### src/rtl/uart_rx.sv
// Purpose: 8N1 UART receiver with a 2-flop synchronizer, mid-bit sampling and a sticky byte-ready flag.
// Latency: rdy rises about 2 + BAUD_DIV/2 + 9*BAUD_DIV clocks after the start-bit falling edge on rx.
// Backpressure: none; an unacknowledged byte is overwritten by the next frame (no overrun flag).
//
// Ports:
//   clk      rising-edge system clock
//   rst_n    asynchronous active-low reset
//   rx       serial line, idle high, LSB first, asynchronous to clk
//   clr_rdy  consumer acknowledge; clears rdy and frm_err
//   rx_data  last received byte, valid while rdy=1
//   rdy      byte-available flag, held until cleared
//   frm_err  stop bit of the last frame was sampled low; qualifies rdy
module uart_rx #(
    parameter int BAUD_DIV = 2604
) (
    input  logic       clk,
    input  logic       rst_n,
    input  logic       rx,
    input  logic       clr_rdy,
    output logic [7:0] rx_data,
    output logic       rdy,
    output logic       frm_err
);

    // The counter runs value..0 inclusive, so a reload of BAUD_DIV-1 gives
    // exactly BAUD_DIV clocks between consecutive sample points.
    localparam logic [11:0] HALF_BIT = 12'(BAUD_DIV / 2);
    localparam logic [11:0] RELOAD   = 12'(BAUD_DIV - 1);

    typedef enum logic {
        IDLE      = 1'b0,
        RECEIVING = 1'b1
    } state_t;

    state_t      state_q, state_d;
    logic        rx_meta_q, rx_meta_d;
    logic        rx_sync_q, rx_sync_d;
    logic [11:0] baud_cnt_q, baud_cnt_d;
    logic [3:0]  bit_cnt_q, bit_cnt_d;
    logic [8:0]  shift_reg_q, shift_reg_d;
    logic        rdy_q, rdy_d;
    logic        frm_err_q, frm_err_d;
    logic        shift;

    always_comb begin
        rx_meta_d   = rx;
        rx_sync_d   = rx_meta_q;
        state_d     = state_q;
        baud_cnt_d  = baud_cnt_q;
        bit_cnt_d   = bit_cnt_q;
        shift_reg_d = shift_reg_q;
        rdy_d       = rdy_q;
        frm_err_d   = frm_err_q;
        shift       = 1'b0;

        // Acknowledge is applied first so that a set later in this block wins.
        if (clr_rdy) begin
            rdy_d     = 1'b0;
            frm_err_d = 1'b0;
        end

        case (state_q)
            IDLE: begin
                // Counter holds here; it only loads on start detection.
                if (!rx_sync_q) begin
                    state_d    = RECEIVING;
                    baud_cnt_d = HALF_BIT;
                    bit_cnt_d  = 4'd0;
                    rdy_d      = 1'b0;
                    frm_err_d  = 1'b0;
                end
            end
            RECEIVING: begin
                shift = (baud_cnt_q == 12'd0);
                if (shift) begin
                    baud_cnt_d  = RELOAD;
                    shift_reg_d = {rx_sync_q, shift_reg_q[8:1]};
                    bit_cnt_d   = bit_cnt_q + 4'd1;
                    if (bit_cnt_q == 4'd0 && rx_sync_q) begin
                        // Line was high again at mid start bit: glitch, not a frame.
                        state_d = IDLE;
                    end else if (bit_cnt_q == 4'd9) begin
                        // Stop-bit sample; start bit has fallen off the bottom,
                        // leaving data in [7:0] and the stop bit in [8].
                        state_d   = IDLE;
                        rdy_d     = 1'b1;
                        frm_err_d = ~rx_sync_q;
                    end
                end else begin
                    baud_cnt_d = baud_cnt_q - 12'd1;
                end
            end
        endcase
    end

    always_ff @(posedge clk or negedge rst_n) begin
        if (!rst_n) begin
            state_q     <= IDLE;
            rx_meta_q   <= 1'b1;
            rx_sync_q   <= 1'b1;
            baud_cnt_q  <= 12'd0;
            bit_cnt_q   <= 4'd0;
            shift_reg_q <= 9'h1FF;
            rdy_q       <= 1'b0;
            frm_err_q   <= 1'b0;
        end else begin
            state_q     <= state_d;
            rx_meta_q   <= rx_meta_d;
            rx_sync_q   <= rx_sync_d;
            baud_cnt_q  <= baud_cnt_d;
            bit_cnt_q   <= bit_cnt_d;
            shift_reg_q <= shift_reg_d;
            rdy_q       <= rdy_d;
            frm_err_q   <= frm_err_d;
        end
    end

    assign rx_data = shift_reg_q[7:0];
    assign rdy     = rdy_q;
    assign frm_err = frm_err_q;

endmodule

### config.mk
export PLATFORM = sky130hd
export DESIGN_NAME = uart_rx
export DESIGN_NICKNAME = d
export VERILOG_FILES = /design/src/rtl/uart_rx.sv
export SDC_FILE = /design/constraint.sdc
export NUM_CORES = 1
export LEC_CHECK = 0
export CAP_MARGIN = 20
export CORE_UTILIZATION = 35
export DETAILED_ROUTE_END_ITERATION = 8
export DONT_BUFFER_PORTS = 1
export PLACE_DENSITY = 0.48
export SYNTH_ARGS = -nofsm -noshare
export SYNTH_HDL_FRONTEND = slang
export SYNTH_SLANG_ARGS = --single-unit
### constraint.sdc
create_clock -name clk -period 3 [get_ports clk]
set_clock_uncertainty 0.2 [all_clocks]
set_input_delay 0.75 -clock clk [delete_from_list [all_inputs] [get_ports clk]]
set_output_delay 0.75 -clock clk [all_outputs]
set_load 0.01 [all_outputs]
# Word level (Yosys, flattened, before mapping)
# Cells that the tools add are included.
[totals]
reg_bits = 30
output_inout_bits = 10
[op_classes]
n_eq_ne = 3
n_reduce_logical = 5
addsub = 2
bitwise = 2
mux = 23
[ops]
columns = ["cell", "count"]
rows = [
  ["$mux 12", 2],
  ["$pmux 12 s2", 1],
  ["$mux 1", 14],
  ["$logic_not 12->1", 1],
  ["$sub 12x1->12 const B", 1],
  ["$mux 4", 2],
  ["$pmux 4 s2", 1],
  ["$pmux 1 s2", 3],
  ["$add 4x1->4 const B", 1],
  ["$eq 4x4->1 const B", 1],
  ["$logic_not 4->1", 1],
  ["$reduce_and 2->1", 2],
  ["$ne 2x1->1 const B", 1],
  ["$ne 2x2->1 const B", 1],
  ["$not 1->1", 2],
  ["$logic_and 1x1->1", 1],
]

# Depth between registers and ports, before layout
[logic_depth]
word_depth = 5
ltp_mapped = 7

# Worst setup path before layout
# Ideal clock, no wire load.
[synth_timing]
kind = "reg-to-reg"
startpoint = "register baud_cnt_q[4]"
endpoint = "register shift_reg_q[8]"
slack_ns = 0.876
path_stages_with_launch = 5
required_ns = 2.715
synth_period_minus_slack_ns = 2.124
arrival_ns = 1.839
cell_sequence = "dfrtp_1 -> or4_4 -> nor4_4 -> buf_6 -> mux2_1"
[synth_between]
elab_chain_len = 2
[synth_lines]
columns = ["item", "line_no", "text"]
rows = [
  ["start, declared", "38", "logic [11:0] baud_cnt_q, baud_cnt_d;"],
  ["start signal, assigned", "110", "baud_cnt_q <= baud_cnt_d;"],
  ["$logic_not 12->1", "74", "shift = (baud_cnt_q == 12'd0);"],
  ["$reduce_and 2->1 (no source line)", "-", ""],
  ["end signal, assigned", "112", "shift_reg_q <= shift_reg_d;"],
  ["end, declared", "40", "logic [8:0] shift_reg_q, shift_reg_d;"],
]
# No other way between the ends.
# A chain may end at the register's enable or synchronous reset.

# Worst setup path in the final report
[layout_timing]
startpoint = "register baud_cnt_q[4]"
endpoint = "register baud_cnt_q[8]"
[layout_between]
elab_chain_len = 3
elab_cells_between_ends = 4
classes_between = "1 x add/sub; 2 x mux; 1 x reduce/logical"
[layout_lines]
columns = ["item", "line_no", "text"]
rows = [
  ["$sub 12x1->12 or $logic_not 12->1 (tied branches)", "90, 74", ""],
  ["$mux 12 *", "75", "if (shift) begin"],
  ["$pmux 12 s2 *", "62", "case (state_q)"],
]
# Mark *: on every way between the ends. The rest lies on a longest branch, timed or not.

==> impl_metrics.csv <==
group,metric,value,unit
outcome,outcome,"completed",
routing,antenna_left,0,
final_layout,stdcell_count,204,
timing,timing.hold.ws,0.116,ns
worst_setup_path,crit_family,"simple AND/OR/NAND/NOR gates",
routing,vias,1103,
timing,worst_slew_pin_slew,0.930,ns
power_and_ir_drop,power,0.746,mW
timing,rsz0062_at_grt,"false",
global_routing,grt_pass1_vias,1065,
global_routing,overflow,0,
clock_network,path_clk_slew,0.06,ns
worst_setup_path,crit_slowest_cell,"or4_2",
place,finalWeightedCongestion,0.774,
floorplanning,io_pins,14,
final_layout,areaGrowthSynthToFinish,5.14,%
routing,drc,0,
timing,max_freq,463,MHz
place,dp.cells,195,
yosys,synth-edff-count,0,
worst_setup_path,cp_num_buf_inv,0,
yosys,synth_top_area_frac,0.291,
yosys,synth_area_leaders,"dfrtp_1, dfstp_2, mux2_1",
yosys,synthCells,154,
clock_network,numCtsBuffers,5,
clock_network,cts-root-buf,"clkbuf_8",
floorplanning,core-area,4410,µm²
timing,slew_viol_final,0,
yosys,synth-seq-cells,30,
job,drv_cap,0,
clock_network,clock_path_buffers,2,
worst_setup_path,cp.required,2.99,ns
yosys,synth_common_cells,"dfrtp_1, nand2_1, a21oi_1, dfstp_2",
routing,wl_per_cell,15.0,µm
clock_network,h-tree-depth,2,
yosys,ys.warnings.count,0,
final_layout,layout.nets,160,
timing,setup_violations,0,
yosys,syn_area,1630,µm²
worst_setup_path,start_kind,"flip-flop",
global_routing,grt_max_degree,20,
power_and_ir_drop,power.density,435,nW/µm²
timing,final.setup.tns,0,ns
global_routing,grt_pass1_wl,5.07,mm
yosys,async_reset_ff_frac,1.00,
power_and_ir_drop,ir_drop,249,µV
floorplanning,rows,24,
yosys,yosysTopAreaCell,"dfrtp_1",
worst_setup_path,crit_fanout,6,
clock_network,cts_tree,"yes",
yosys,ys.flop_type,"dfrtp_1",
global_routing,antenna_found_initial,0,
final_layout,num_antenna_cells,0,
clock_network,clk_latency,0.27,ns
place,dp_hpwl,2.08,mm
timing,finalCriticalPeriod,2.16,ns
power_and_ir_drop,power_leakage,0.737,nW
floorplanning,die_w,70.3,µm
timing,finalCritPeriodShare,0.721,
floorplanning,initial_core_util,0.370,
clock_network,cts.sinks,30,
routing,viasPerCell,5.41,
floorplanning,die_h,70.3,µm
final_layout,layout-drive-gt1-share,0.237,
yosys,synthMostInstantiatedCell,"dfrtp_1",
worst_setup_path,critical_path_class,"reg -> reg",
worst_setup_path,cp.arrival,2.16,ns
global_routing,grt_use_total,0.134,
worst_setup_path,cp-end-kind,"flip-flop",
floorplanning,dieArea,4940,µm²
place,io_buffers,0,
timing,hold_viol_final,0,
yosys,syn_area_per_cell,10.6,µm²
clock_network,post_cts_buffers,0,
routing,first_pass_iters,4,
yosys,synth.yosys.seq_area_share,0.469,
worst_setup_path,crit_chain,"nor4_1, nand2_1, or4_2, o21ai_0",
worst_setup_path,cpPeakStageDelay,0.57,ns
routing,wl,3.06,mm
timing,relSlewSlack,0.378,
yosys,syn-num-nets,163,
yosys,synth_cell_types,50,
min_path,min_path_type,"in -> async",
routing,drtIter0Drc,45,
-- per-layer routing --
metal	GRT usage	wire length [µm]
met4	0.0467	32
met3	0.0418	83
met5	0	0
met2	0.228	1480
met1	0.160	1460
-- cell families after synthesis --
group / Yosys count / share of synthesized area
AO/OA/AOI/OAI: 33 / 0.130
XOR/XNOR: 2 / 0.0107
adder cells (fa/ha/maj): 5 / 0.0383
buffers and inverters: 23 / 0.0867
flip-flops: 30 / 0.469
multiplexers: 10 / 0.0682
AND/OR/NAND/NOR: 51 / 0.198
-- registers in the layout (all words and copies together), names as in the netlist --
name,count
baud_cnt_q,12
bit_cnt_q,4
frm_err,1
rdy,1
rx_meta_q,1
rx_sync_q,1
shift_reg_q,9
state_q,1
-- worst reg2reg max path: stages (launching register included) --
cell	delay, ns
dfrtp_1	0.42
nor4_1	0.56
nand2_1	0.17
or4_2	0.57
o21ai_0	0.16
-- worst paths after layout --
| check | from | end | slack [ns] | cells past startpoint |
|---|---|---|---|---|
| worst max-delay path | baud_cnt_q[4] | baud_cnt_q[8] | 0.84 | 4 |
| worst min-delay path | rst_n | rx_meta_q | 0.12 | 0 |
| min in group clk | rx_meta_q | rx_sync_q | 0.15 | 0 |
| worst min register to register | rx_meta_q | rx_sync_q | 0.15 | 0 |
| max in group asynchronous | rst_n | baud_cnt_q[9] | 1.17 | 1 |
| worst max register to register | baud_cnt_q[4] | baud_cnt_q[8] | 0.84 | 4 |
-- final cells by class --
type / count / area (µm²)
Sequential cell: 30 / 764
Fill cell: 440 / 2700
Timing Repair Buffer: 5 / 40.0
Tap cell: 52 / 65.1
Inverter: 8 / 30.0
Multi-Input combinational cell: 101 / 726
Clock buffer: 8 / 90.1
-- placed cells by master, fill, tap and decap left out, types with 5 or more instances in the layout --
master    netlist  routed
ha_1            5       5
clkbuf_8        1       6
mux2_1          6       6
o21ai_0         5       5
nor2_1          7       7
nand2_1        12      12
dfstp_2        11      11
dfrtp_1        19      19
a21oi_1        11      11
inv_1           8       8
-- per-stage QoR --
stage | instance area, µm² | worst slack (ns) | utilization
2_1_floorplan | 1630 | 0.876 | -
3_3_place_gp | 1620 | 0.849 | 0.366
3_5_place_dp | 1620 | 0.839 | 0.366
4_1_cts | 1720 | 0.827 | 0.389
5_1_grt | 1720 | 0.725 | 0.389
6_report | 1720 | 0.838 | 0.389
-- where the power goes --
part | switching (mW) | total [mW] | internal, mW
registers | 0.00259 | 0.411 | 0.408
logic | 0.00599 | 0.00805 | 0.00206
clock network | 0.141 | 0.328 | 0.187
-- timing repair --
| action | in CTS | in global routing |
|---|---|---|
| hold endpoints to repair | 19 | 0 |
| gates resized for setup | 0 | 0 |
| hold buffers | 1 | 0 |
Note: power is estimated with default switching activity, not from simulation.
